--- src/rtl/rob_queue_if.sv ---
// Dispatch / execute / writeback bundle for the reorder buffer.
interface rob_queue_if #(
    parameter int unsigned DATAW       = 32,
    parameter int unsigned FLAGSW      = 4,
    parameter int unsigned TAGW        = 6,
    parameter int unsigned LOG2ENTRIES = 4,
    parameter int unsigned DESTW       = 5
);
    // dispatch
    logic                   alloc_en;
    logic [DESTW-1:0]       alloc_dest;
    logic                   alloc_ready;
    logic [TAGW-1:0]        alloc_tag;

    // execution results
    logic                   complete_en;
    logic [TAGW-1:0]        complete_tag;
    logic [DATAW-1:0]       complete_value;
    logic [FLAGSW-1:0]      complete_flags;

    // result broadcast to reservation stations
    logic                   broadcast_en;
    logic [TAGW-1:0]        broadcast_tag;
    logic [DATAW-1:0]       broadcast_value;
    logic [FLAGSW-1:0]      broadcast_flags;

    // in-order retirement
    logic                   retire_valid;
    logic [DESTW-1:0]       retire_dest;
    logic [TAGW-1:0]        retire_tag;
    logic [DATAW-1:0]       retire_value;
    logic [FLAGSW-1:0]      retire_flags;
    logic                   retire_accept;

    // control / status
    logic                   flush;
    logic                   empty;
    logic [LOG2ENTRIES:0]   count;

    // pipeline side that drives requests into the ROB
    modport master (
        output alloc_en, alloc_dest,
        output complete_en, complete_tag, complete_value, complete_flags,
        output retire_accept, flush,
        input  alloc_ready, alloc_tag,
        input  broadcast_en, broadcast_tag, broadcast_value, broadcast_flags,
        input  retire_valid, retire_dest, retire_tag, retire_value, retire_flags,
        input  empty, count
    );

    // the ROB itself
    modport slave (
        input  alloc_en, alloc_dest,
        input  complete_en, complete_tag, complete_value, complete_flags,
        input  retire_accept, flush,
        output alloc_ready, alloc_tag,
        output broadcast_en, broadcast_tag, broadcast_value, broadcast_flags,
        output retire_valid, retire_dest, retire_tag, retire_value, retire_flags,
        output empty, count
    );
endinterface

--- src/rtl/rob_queue.sv ---
// Reorder buffer: in-order allocate, out-of-order complete, in-order retire.
module rob_queue #(
    parameter int unsigned DATAW       = 32,
    parameter int unsigned FLAGSW      = 4,
    parameter int unsigned TAGW        = 6,
    parameter int unsigned LOG2ENTRIES = 4,
    parameter int unsigned DESTW       = 5
) (
    input  logic          clk,
    input  logic          rst,
    rob_queue_if.slave    bus
);
    localparam int unsigned ENTRIES = 1 << LOG2ENTRIES;
    localparam int unsigned IDXW    = LOG2ENTRIES;
    localparam int unsigned PTRW    = LOG2ENTRIES + 1;

    // pointers carry one extra wrap bit so full and empty are distinguishable
    logic [PTRW-1:0]    head;
    logic [PTRW-1:0]    tail;
    logic [IDXW-1:0]    head_idx;
    logic [IDXW-1:0]    tail_idx;
    logic [IDXW-1:0]    cmp_idx;

    // per-entry status and payload
    logic [ENTRIES-1:0] allocated;
    logic [ENTRIES-1:0] done;
    logic [DESTW-1:0]   dest_mem  [ENTRIES];
    logic [DATAW-1:0]   value_mem [ENTRIES];
    logic [FLAGSW-1:0]  flags_mem [ENTRIES];

    // registered broadcast
    logic               bcast_en;
    logic [TAGW-1:0]    bcast_tag;
    logic [DATAW-1:0]   bcast_value;
    logic [FLAGSW-1:0]  bcast_flags;

    // decoded events for this cycle
    logic [PTRW-1:0]    count_c;
    logic               full_c;
    logic               empty_c;
    logic               tag_in_range_c;
    logic               complete_hit_c;
    logic               retire_valid_c;
    logic               do_alloc_c;
    logic               do_retire_c;

    assign head_idx = head[IDXW-1:0];
    assign tail_idx = tail[IDXW-1:0];
    assign cmp_idx  = bus.complete_tag[IDXW-1:0];

    // occupancy and event decode, all from registered state plus this cycle's requests
    always_comb begin
        count_c        = tail - head;
        full_c         = (count_c == PTRW'(ENTRIES));
        empty_c        = (count_c == '0);
        // tags with bits above the index range never name a real entry
        tag_in_range_c = ((bus.complete_tag >> IDXW) == '0);
        complete_hit_c = bus.complete_en & tag_in_range_c
                       & allocated[cmp_idx] & ~done[cmp_idx];
        retire_valid_c = ~empty_c & done[head_idx];
        // fullness is judged before any same-cycle retire frees a slot
        do_alloc_c     = bus.alloc_en & ~full_c;
        do_retire_c    = retire_valid_c & bus.retire_accept;
    end

    // head/tail pointers; reset and flush both rewind to zero
    always_ff @(posedge clk) begin
        if (rst || bus.flush) begin
            head <= '0;
            tail <= '0;
        end else begin
            if (do_alloc_c) begin
                tail <= tail + PTRW'(1);
            end
            if (do_retire_c) begin
                head <= head + PTRW'(1);
            end
        end
    end

    // allocated/done bits; flush leaves stale done bits, which a new alloc clears
    always_ff @(posedge clk) begin
        if (rst) begin
            allocated <= '0;
            done      <= '0;
        end else if (bus.flush) begin
            allocated <= '0;
        end else begin
            // alloc, complete and retire always hit distinct entries
            if (do_alloc_c) begin
                allocated[tail_idx] <= 1'b1;
                done[tail_idx]      <= 1'b0;
            end
            if (complete_hit_c) begin
                done[cmp_idx] <= 1'b1;
            end
            if (do_retire_c) begin
                allocated[head_idx] <= 1'b0;
            end
        end
    end

    // payload storage; contents only matter while the entry is allocated
    always_ff @(posedge clk) begin
        if (!rst && !bus.flush) begin
            if (do_alloc_c) begin
                dest_mem[tail_idx] <= bus.alloc_dest;
            end
            if (complete_hit_c) begin
                value_mem[cmp_idx] <= bus.complete_value;
                flags_mem[cmp_idx] <= bus.complete_flags;
            end
        end
    end

    // one-cycle result broadcast for accepted completions only
    always_ff @(posedge clk) begin
        if (rst) begin
            bcast_en    <= 1'b0;
            bcast_tag   <= '0;
            bcast_value <= '0;
            bcast_flags <= '0;
        end else begin
            bcast_en <= complete_hit_c & ~bus.flush;
            if (complete_hit_c && !bus.flush) begin
                bcast_tag   <= bus.complete_tag;
                bcast_value <= bus.complete_value;
                bcast_flags <= bus.complete_flags;
            end
        end
    end

    // status and head-entry view
    always_comb begin
        bus.alloc_ready     = ~full_c;
        bus.alloc_tag       = TAGW'(tail_idx);
        bus.count           = count_c;
        bus.empty           = empty_c;
        bus.retire_valid    = retire_valid_c;
        bus.retire_tag      = TAGW'(head_idx);
        bus.retire_dest     = dest_mem[head_idx];
        bus.retire_value    = value_mem[head_idx];
        bus.retire_flags    = flags_mem[head_idx];
        bus.broadcast_en    = bcast_en;
        bus.broadcast_tag   = bcast_tag;
        bus.broadcast_value = bcast_value;
        bus.broadcast_flags = bcast_flags;
    end
endmodule

--- src/flat_wrapper.sv ---
// flat-port wrapper written by rule: the top's interface ports become plain ports
module rob_queue_flat 
#(
    parameter int unsigned DATAW       = 32,
    parameter int unsigned FLAGSW      = 4,
    parameter int unsigned TAGW        = 6,
    parameter int unsigned LOG2ENTRIES = 4,
    parameter int unsigned DESTW       = 5
)
  (clk, rst, bus_alloc_en, bus_alloc_dest, bus_complete_en, bus_complete_tag, bus_complete_value, bus_complete_flags, bus_retire_accept, bus_flush, bus_alloc_ready, bus_alloc_tag, bus_broadcast_en, bus_broadcast_tag, bus_broadcast_value, bus_broadcast_flags, bus_retire_valid, bus_retire_dest, bus_retire_tag, bus_retire_value, bus_retire_flags, bus_empty, bus_count);
  rob_queue_if #(.DATAW(DATAW), .FLAGSW(FLAGSW), .TAGW(TAGW), .LOG2ENTRIES(LOG2ENTRIES), .DESTW(DESTW)) bus_i ();
  input  logic clk;
  input  logic rst;
  input wire logic [$bits(bus_i.alloc_en)-1:0] bus_alloc_en;
  input wire logic [$bits(bus_i.alloc_dest)-1:0] bus_alloc_dest;
  input wire logic [$bits(bus_i.complete_en)-1:0] bus_complete_en;
  input wire logic [$bits(bus_i.complete_tag)-1:0] bus_complete_tag;
  input wire logic [$bits(bus_i.complete_value)-1:0] bus_complete_value;
  input wire logic [$bits(bus_i.complete_flags)-1:0] bus_complete_flags;
  input wire logic [$bits(bus_i.retire_accept)-1:0] bus_retire_accept;
  input wire logic [$bits(bus_i.flush)-1:0] bus_flush;
  output wire logic [$bits(bus_i.alloc_ready)-1:0] bus_alloc_ready;
  output wire logic [$bits(bus_i.alloc_tag)-1:0] bus_alloc_tag;
  output wire logic [$bits(bus_i.broadcast_en)-1:0] bus_broadcast_en;
  output wire logic [$bits(bus_i.broadcast_tag)-1:0] bus_broadcast_tag;
  output wire logic [$bits(bus_i.broadcast_value)-1:0] bus_broadcast_value;
  output wire logic [$bits(bus_i.broadcast_flags)-1:0] bus_broadcast_flags;
  output wire logic [$bits(bus_i.retire_valid)-1:0] bus_retire_valid;
  output wire logic [$bits(bus_i.retire_dest)-1:0] bus_retire_dest;
  output wire logic [$bits(bus_i.retire_tag)-1:0] bus_retire_tag;
  output wire logic [$bits(bus_i.retire_value)-1:0] bus_retire_value;
  output wire logic [$bits(bus_i.retire_flags)-1:0] bus_retire_flags;
  output wire logic [$bits(bus_i.empty)-1:0] bus_empty;
  output wire logic [$bits(bus_i.count)-1:0] bus_count;
  assign bus_i.alloc_en = bus_alloc_en;
  assign bus_i.alloc_dest = bus_alloc_dest;
  assign bus_i.complete_en = bus_complete_en;
  assign bus_i.complete_tag = bus_complete_tag;
  assign bus_i.complete_value = bus_complete_value;
  assign bus_i.complete_flags = bus_complete_flags;
  assign bus_i.retire_accept = bus_retire_accept;
  assign bus_i.flush = bus_flush;
  assign bus_alloc_ready = bus_i.alloc_ready;
  assign bus_alloc_tag = bus_i.alloc_tag;
  assign bus_broadcast_en = bus_i.broadcast_en;
  assign bus_broadcast_tag = bus_i.broadcast_tag;
  assign bus_broadcast_value = bus_i.broadcast_value;
  assign bus_broadcast_flags = bus_i.broadcast_flags;
  assign bus_retire_valid = bus_i.retire_valid;
  assign bus_retire_dest = bus_i.retire_dest;
  assign bus_retire_tag = bus_i.retire_tag;
  assign bus_retire_value = bus_i.retire_value;
  assign bus_retire_flags = bus_i.retire_flags;
  assign bus_empty = bus_i.empty;
  assign bus_count = bus_i.count;
  rob_queue #(.DATAW(DATAW), .FLAGSW(FLAGSW), .TAGW(TAGW), .LOG2ENTRIES(LOG2ENTRIES), .DESTW(DESTW)) u_core (.clk(clk), .rst(rst), .bus(bus_i));
endmodule
--- config.mk ---
export PLATFORM = sky130hd
export DESIGN_NAME = rob_queue_flat
export DESIGN_NICKNAME = d
export VERILOG_FILES = /design/src/rtl/rob_queue_if.sv /design/src/rtl/rob_queue.sv /design/src/flat_wrapper.sv
export SDC_FILE = /design/constraint.sdc
export NUM_CORES = 1
export LEC_CHECK = 0
export ABC_CLOCK_PERIOD_IN_PS = 6100
export CAP_MARGIN = 10
export CORE_MARGIN = 8
export CORE_UTILIZATION = 45
export DETAILED_ROUTE_END_ITERATION = 6
export GPL_TIMING_DRIVEN = 0
export MAX_ROUTING_LAYER = met4
export SLEW_MARGIN = 20
export SYNTH_ARGS = -nofsm -noshare
export SYNTH_HDL_FRONTEND = slang
export SYNTH_SLANG_ARGS = --single-unit
--- constraint.sdc ---
create_clock -name clk -period 6.1 [get_ports clk]
set_clock_uncertainty 0.15 [all_clocks]
set_input_delay 1.22 -clock clk [delete_from_list [all_inputs] [get_ports clk]]
set_output_delay 1.22 -clock clk [all_outputs]
set_load 0.1 [all_outputs]
After elaboration in Yosys (flattened, before gate mapping)
Memory sizes are Yosys's and may differ from the RTL's. A register that Yosys moved wholly into a read port is not among the register bits.
Index checks and enable logic that the tools add are counted.

storage, ports and cells
  register bits = 85
  bits in writable memories = 656
  word-level logic and storage cells = 81
  memories = 3

memories
  memory            depth  bits a word  rd ports  clocked after memory_dff  write ports  line             source
  u_core.value_mem  16     32           1         1                         1            rob_queue.sv:28  logic [DATAW-1:0] value_mem [ENTRIES];
  u_core.dest_mem   16     5            1         1                         1            rob_queue.sv:27  logic [DESTW-1:0] dest_mem [ENTRIES];
  u_core.flags_mem  16     4            1         1                         1            rob_queue.sv:29  logic [FLAGSW-1:0] flags_mem [ENTRIES];

operators by class
  $add $sub $neg = 3
  magnitude comparators = 6
  eq/ne operators = 1
  multiplexer cells = 32
  bitwise gates (word level) = 17
  reductions and logical operators = 11

operators by type and width
  operator             count
  $mux 16              8
  $and 16x16->16       2
  $not 16->16          2
  $or 16x16->16        2
  $mux 4               6
  $lt 4x5->1 const B   3
  $bmux 1 s4           3
  $demux 1 s4          3
  $ge 4x1->1 const B   3
  $mux 1               12
  $add 5x1->5 const B  2
  $and 1x1->1          7
  $logic_not 6->1      1
  $eq 5x5->1 const B   1
  $logic_and 1x1->1    5
  $logic_not 5->1      1
  $sub 5x5->5          1
  $not 1->1            4
  $logic_not 1->1      2
  $reduce_or 2->1      1
  $logic_or 1x1->1     1

Depth between registers and ports, before layout
  depth in word-level cells = 11
  mapped depth = 11
  depth with buffers taken out = 10

Worst setup path after synthesis
Ideal clock, no wire load.

  path kind = register to output
  start point = reg u_core.tail[0]
  end point = out bus_alloc_ready
  arrival = 4.397 ns
  data required time = 4.730 ns
  setup slack = 0.333 ns
  cell stages (with the launch flop) = 9
  cells stage by stage = dfxtp_1 > inv_1 > ha_1 > fa_1 > xnor2_1 > nor2_1 > mux2_2 > nand2_1 > clkbuf_1

on the way
  longest elaborated chain between the ends = 3

ends and longest elaborated chain
  what                    line                source
  start, declared         rob_queue.sv:19     logic [PTRW-1:0] tail;
  start signal, assigned  rob_queue.sv:73     tail <= tail + PTRW'(1);
  $sub 5x5->5             rob_queue.sv:53     count_c = tail - head;
  via bus_count[2]        flat_wrapper.sv:34  output wire logic [$bits(bus_i.count)-1:0] bus_count;
  $eq 5x5->1              rob_queue.sv:54     full_c = (count_c == PTRW'(ENTRIES));
  $not 1->1               rob_queue.sv:135    bus.alloc_ready = ~full_c;
  end, declared           flat_wrapper.sv:22  output wire logic [$bits(bus_i.alloc_ready)-1:0] bus_alloc_ready;

The timed path passes the listed nets, and every way through them passes these cells.

==> reports/results.env <==
HOLD_BUF_COUNT_CTS=0
SYNTH_EDF_COUNT=656
CRIT_TYPE='reg2out'
IOPINCOUNT=157
DRT_ITER0_MARKERS=1480
SYNTH_COMMON_CELLS='sky130_fd_sc_hd__edfxtp_1 (656), sky130_fd_sc_hd__mux4_2 (217), sky130_fd_sc_hd__dfxtp_1 (89)'
MET2_WIRELENGTH_FROM_DETAILED_ROUTING_UM=34800
BUFFER_PORTS.INSERTED=152
NETS=1696
CTS.SINK_COUNT=745
ROUTED-VIA-COUNT=14600
POST_SYNTH_XOR_AREA_FRACTION_PCT=0.274
CORE.ROWCOUNT=92
DIE_AREA_UM2=72300
CLK_LATENCY_PS=620
CRIT_PATH_END_KIND='output port'
YOSYS-TOP-CELLS-AREA='sky130_fd_sc_hd__edfxtp_1 (68%), sky130_fd_sc_hd__mux4_2 (17%), sky130_fd_sc_hd__dfxtp_1 (6.2%)'
INSTANCES_NO_FILL=2539
SETUP.WORST_PATH.START_CLASS='flip-flop'
SYNTH_TOP_FLOP_CELL='sky130_fd_sc_hd__edfxtp_1'
CRIT_CHAIN='clkbuf_1, clkdlybuf4s15_1, mux4_2, mux4_2, clkdlybuf4s50_1'
SYNTH.CELL_AREA_UM2=28800
HOLDWS_PS=328
ANTENNA-DIODE-COUNT=0
REPORT.FINAL.SLEW_VIOL_COUNT=0
YOSYSMOSTFREQUENTCELL='sky130_fd_sc_hd__edfxtp_1'
MIN_PATH_TYPE='reg2reg'
RATIO_OF_CELLS_WITH_DRIVE_ABOVE_1_IN_THE_FINAL_LAYOUT_PCT=25.3
INTERNAL_POWER_uW=8360
P_SEQ_SHARE_PCT=53.1
DRTPASS1ITERATIONS=7
SHARE_CLK_OF_TOTAL_POWER_PCT=44.7
SYNTH_TOP_CELL_BY_AREA='sky130_fd_sc_hd__edfxtp_1'
WORST-SLEW-PIN-TRANSITION_PS=1010
DELAY_CONTRIBUTED_BY_THE_SLOWEST_STAGE_OF_THE_CRITICAL_PATH_PS=990
GLOBALROUTEOVERFLOWTOTAL=0
ANTENNA_FOUND_INITIAL=0
SYNTH_TOP_FAMILY_BY_AREA='multiplexers'
DIEHEIGHT_UM=269
POSTSYNTHCELLCOUNT=1364
CRIT_REQUIRED_PS=4730
ANT_NETS=0
SYNTHDISTINCTLIBCELLS=50
CLOCK_TREE.BUFFER_DEPTH=3
SLEW_HEADROOM_PCT=32.2
NETSWITCHINGPOWER_uW=2080
FIN_CRIT_SH_PCT=96.5
PERIOD_MINUS_SLACK_PS=5890
NETLIST.AREA_LEADER.SHARE_PCT=68.5
POSTSYNTH.ASYNCRESETSHARE_PCT=0
TIMING_HOLD_VIOLATIONS_FINAL=0
CRIT_PATH_MAX_FANOUT=10
PLACE_HPWL_UM=45300
POST_SYNTHESIS_COMPOUND_GATE_AREA_FRACTION_PCT=2.00
DP_WORST_SETUP_SLACK_PS=509
VIAS_PER_CELL=5.75
SYNTH_SIMPLE_GATE_AREA_SHARE_PCT=2.41
SYNTH.YOSYS.SEQ_AREA_SHARE_PCT=74.6
GP_CONGESTION=0.877
SWITCHING_SHARE_PCT=20.0
GRT_START_MAX_NET_PINS=18
INITIAL_UTILIZATION_PCT=45.5
MAX-CAP-VIOLATIONS=0
REMAINING_DRC_ERRORS=0
TIMING.CRITICAL_PATH.MAX_DELAY_FAMILY='buffers and inverters'
CRIT_PATH_TOP_DELAY_CELL='sky130_fd_sc_hd__clkdlybuf4s50_1'
PATH_BUF_INV=3
ROUTED_WIRE_LENGTH_PER_INSTANCE_UM=27.8
FINAL_CORE_UTILIZATION_PCT=55.2
CTS_MAX_LEVEL=3
SETUP_VIOLATIONS=0
CTS-BUFFERS-INSERTED=77
LAYOUT-AREA-OVERHEAD-VS-SYNTH_PCT=21.2
GRT_PASS1_WL_UM=104000
SETUP_SLACK_AFTER_LAYOUT_PS=212
POWER_PER_STANDARD_CELL_AREA_nW_PER_UM2=300
GATE_POWER_SHARE_PCT=2.1
MET3WIRELENGTH_UM=4940
FIRST_GLOBAL_VIAS=15400
CHIPWIDTH_UM=269
SYNTHESIS.YOSYS.WARNINGS=0
WL_UM=70600
CRIT_PATH_FREQUENT_CELL='sky130_fd_sc_hd__mux4_2'
YS_FF_LATCH=745
WORST-ENDPOINT-ARRIVAL_PS=4520
GRT.TOTAL_USAGE_PCT=20.4
SYN_AREA_PER_CELL_UM2=21.1
CORE-AREA_UM2=63200
HIGHEST_METAL_LAYER_USED_BY_THE_DETAILED_ROUTER='met4'
GRT_SETUP_UNREPAIRED='false'
POST-LAYOUT-TOTAL-POWER_uW=10400
CTS_SETUP_BUFFERS=0
UPPER_CLOCK_FREQUENCY_LIMIT_MHz=170
VDD_DROP_MAX_mV=0.179
SYNTH-ADDER-AREA-SHARE_PCT=0.591
DPL.CELL_COUNT=2397
TRITONCTS_CLOCK_TREE='yes'
RUN_STATUS='completed'
SYNTH.MUX.AREA_FRACTION_PCT=18.5
STATIC-LEAKAGE-POWER_uW=0.0110
CLK_PIN_SLEW_PS=60
POST_ROUTE_MET1_WIRELENGTH_UM=29700
CTS.ROOT.BUFFER_CELL='sky130_fd_sc_hd__clkbuf_16'
[cell type report]
cell class	count	area [um2]
fillers	4707	28300
flip-flops and latches	745	21500
multi-input cells	520	6980
repair buffers	184	2340
clock buffers	97	2120
well taps	846	1060
plain buffers	88	427
clock inverters	45	409
inverters	14	52.6
[cell families after synthesis]
kind of cell	Yosys count
compound gates	80
xor+xnor	9
fa+ha+maj	13
buf+inv	102
flops	745
mux	261
other cells	1
simple gates	153
[worst paths after layout]
| check | startpoint | end | slack [ps] | cells after the start |
|---|---|---|---|---|
| worst min register to register | u_core.head[4]$_SDFFE_PP0N_ | u_core.head[4]$_SDFFE_PP0N_ | 330 | 2 |
| worst min-delay path | u_core.head[4]$_SDFFE_PP0N_ | u_core.head[4]$_SDFFE_PP0N_ | 330 | 2 |
| worst max register to register | u_core.tail[0]$_SDFFE_PP0N_ | u_core.dest_mem[11][3]$_DFFE_PP_ | 1880 | 10 |
| worst max-delay path | flip-flop | bus_retire_value[27] | 210 | 5 |
[per-stage QoR]
| stage | instance area (um2) | TNS (ps) |
|---|---|---|
| 6_report | 34900 | 0 |
| 5_1_grt | 34900 | 0 |
| 4_1_cts | 34800 | -238 |
| 3_5_place_dp | 32300 | 0 |
| 3_3_place_gp | 31400 | -1268360 |
| 2_1_floorplan | 28800 | 0 |
[power groups by stage]
stage	combinational [uW]	clock, uW	sequential, uW
floorplan	71.9	0	5670
global placement	211	0	5660
detailed placement	222	0	5660
CTS	223	4770	5550
global route	237	4970	5550
finish	222	4670	5550
[timing repair]
action | CTS | global route
endpoints found under the hold margin | 0 | 0
resized for setup | 4 | 11
setup endpoints to repair | 25 | 29
pin swaps | 0 | 0
[cell usage in the layout, fill, tap and decap left out, types with 7 or more instances in the layout]
cell,instances
sky130_fd_sc_hd__nand2b_1,7
sky130_fd_sc_hd__nor2_1,68
sky130_fd_sc_hd__nand2_1,23
sky130_fd_sc_hd__edfxtp_1,656
sky130_fd_sc_hd__nor2_4,16
sky130_fd_sc_hd__buf_4,14
sky130_fd_sc_hd__clkbuf_2,15
sky130_fd_sc_hd__clkbuf_1,56
sky130_fd_sc_hd__buf_2,10
sky130_fd_sc_hd__dfxtp_1,89
sky130_fd_sc_hd__a311oi_1,12
sky130_fd_sc_hd__mux4_2,217
sky130_fd_sc_hd__clkdlybuf4s50_1,151
sky130_fd_sc_hd__bufinv_16,7
sky130_fd_sc_hd__inv_1,13
sky130_fd_sc_hd__a31oi_1,15
sky130_fd_sc_hd__nand3_1,10
sky130_fd_sc_hd__clkbuf_16,80
sky130_fd_sc_hd__ha_1,12
sky130_fd_sc_hd__o311ai_0,12
sky130_fd_sc_hd__clkinv_2,15
sky130_fd_sc_hd__clkinv_1,17
sky130_fd_sc_hd__mux2i_1,41
sky130_fd_sc_hd__buf_12,8
sky130_fd_sc_hd__buf_16,24
sky130_fd_sc_hd__o21ai_1,15
[state kept, by name, indices dropped and copies added, names as in the netlist, named ones only]
name,cells
u_core.value_mem,512
u_core.dest_mem,80
u_core.flags_mem,64
u_core.bus.broadcast_value,32
u_core.allocated,16
u_core.done,16
u_core.bus.broadcast_tag,6
u_core.head,5
u_core.tail,5
u_core.bus.broadcast_flags,4
u_core.bus.broadcast_en,1
[metal layers]
layer	global-route usage (%)	up-vias
met2	32.1	558
li1	-	6210
met5	-	-
met4	4.84	0
met3	3.40	89
met1	27.9	7751
[worst min-delay path: stages, from the launching register on]
cell	delay (ps)
sky130_fd_sc_hd__dfxtp_1	320
sky130_fd_sc_hd__nand2_1	60
sky130_fd_sc_hd__o21ai_1	50
No activity file was read; power rests on OpenSTA's default activity.
==> variant (same flow settings) <==
`DATAW` is set to 32 in 3 places; all go to 64.
--- a/src/rtl/rob_queue_if.sv
+++ b/src/rtl/rob_queue_if.sv
@@ -2,3 +2,3 @@
 interface rob_queue_if #(
-    parameter int unsigned DATAW       = 32,
+    parameter int unsigned DATAW       = 64,
     parameter int unsigned FLAGSW      = 4,
--- a/src/rtl/rob_queue.sv
+++ b/src/rtl/rob_queue.sv
@@ -2,3 +2,3 @@
 module rob_queue #(
-    parameter int unsigned DATAW       = 32,
+    parameter int unsigned DATAW       = 64,
     parameter int unsigned FLAGSW      = 4,
--- a/src/flat_wrapper.sv
+++ b/src/flat_wrapper.sv
@@ -3,3 +3,3 @@
 #(
-    parameter int unsigned DATAW       = 32,
+    parameter int unsigned DATAW       = 64,
     parameter int unsigned FLAGSW      = 4,
Ports: changed (resized bus_broadcast_value, bus_complete_value and bus_retire_value); port bits go from 157 to 253. No check against the original RTL was run, so the function may have changed too.
==> variant against the unedited design <==
- sequential share of layout area increased by 1.1 points
- sequential cell count is 544 higher
- cell area rose by 71%
- critical path depth grew 1
- critical endpoint is now bus_retire_value[54]
- area after synthesis is 70% higher
- worst setup slack got worse by 0.10 ns
- register-to-register slack lost 0.27 ns
- wire length grew 78%
- power rose by 75%
==> variant: results (changes against the unedited design) <==
FF-to-FF End u_core.value_mem[10][24] (was u_core.dest_mem[11][3]); Crit path arrival time 4.62 ns (was 4.52 ns); XOR/XNOR share of the synthesized area 0.00161 (was 0.00274); Mean Syn Cell Area 22.5 um^2 (was 21.1 um^2); synth cell count leaders edfxtp_1 (1168), mux4_2 (377), dfxtp_1 (121) (was edfxtp_1 (656), mux4_2 (217), dfxtp_1 (89)); peak supply drop 0.233 mV (was 0.179 mV); DP Worst Slack -0.0638 ns (was 0.509 ns); GRT Util Overall 0.214 (was 0.204); P_int 14.6 mW (was 8.36 mW); Worst R2R Start u_core.done[4] (was u_core.tail[0]); Worst Setup EP bus_retire_value[54] (was bus_retire_value[27]); vias in the first global route 25800 (was 15400); drt total wl 125000 um (was 70600 um); initial antenna violation count 6 (was 0); status completed (unchanged); first-pass GRT wire length 182000 um (was 104000 um); number of H-tree levels 4 (was 3); number of synthesized flops with an enable pin 1168 (was 656); Power Combinational 0.330 mW (was 0.222 mW); Reg2Reg Setup Slack 1.61 ns (was 1.88 ns); placed cells 3913 (was 2397); post-synthesis mux area share 0.189 (was 0.185); Avg WL per Cell 30.1 um (was 27.8 um); Worst Tran Pin Value 1.16 ns (was 1.01 ns); Top Registers u_core.value_mem x1024, u_core.dest_mem x80 (was u_core.value_mem x512, u_core.dest_mem x80, u_core.flags_mem x64); top post-synthesis cells by area edfxtp_1 (72%), mux4_2 (17%), dfxtp_1 (4.9%) (was edfxtp_1 (68%), mux4_2 (17%), dfxtp_1 (6.2%)); nets 2736 (was 1696); clk_lat worst skew 0.73 ns (was 0.62 ns); critical path's largest stage delay 1.03 ns (was 0.99 ns); fin crit period 5.99 ns (was 5.89 ns); post-cts sizing count 45 (was 4); Synth Flop Type edfxtp_1 (unchanged); largest net degree at the start of global routing 19 (was 18); min-delay src u_core.allocated[15] (was u_core.head[4]); sequential power 9.63 mW (was 5.55 mW); IO Port Bufs 248 (was 152); routed vias/inst 5.85 (was 5.75); Worst Reg-to-Reg Cells 11 (was 10); cts bufs inserted 137 (was 77); NetSw 3.62 mW (was 2.08 mW); Leak 18.9 nW (was 11.0 nW); Hold Crit Endpoint u_core.allocated[15] (was u_core.head[4]); share of cells above drive strength 1 0.270 (was 0.253); # Post-CTS Setup Buffers 0 (unchanged); initial DRC count 2507 (was 1480); first-pass iteration count of the detailed router 5 (was 7); sequential share of the synthesized area 0.766 (was 0.746); hold slack 0.326 ns (was 0.328 ns); DP Area 0.0551 mm^2 (was 0.0323 mm^2); post-synthesis compound-gate area fraction 0.0114 (was 0.0200); RD Place Congestion 0.851 (was 0.877); root buf cell clkbuf_16 (unchanged)
[variant: layout make-up]
| cell class | instances | area (um^2) |
|---|---|---|
| diodes | 1 | 2.50 |
| flip-flops and latches | 1289 | 37500 |
| repair buffers | 323 | 4210 |
| multi-input cells | 744 | 11000 |
| inverters | 14 | 52.6 |
| clock buffers | 176 | 3810 |
| well taps | 1414 | 1770 |
| clock inverters | 76 | 718 |
| plain buffers | 129 | 702 |
| fillers | 8051 | 48600 |
[variant: worst reg2reg max path: cells and delay by family, from the launching register on]
kind / cells / cell delay [ns]
AOI/OAI and AO/OA: 1 / 0.16
buffers and inverters: 5 / 1.17
DFF: 1 / 0.34
muxes: 2 / 0.76
and+or+nand+nor: 3 / 1.56
[variant: layer usage]
layer	share of wire	global-route usage	vias to the layer above
met4	0.020	0.0530	0
li1	-	-	10100
met2	0.50	0.349	1016
met1	0.42	0.287	13100
met5	0	-	-
met3	0.061	0.0327	178
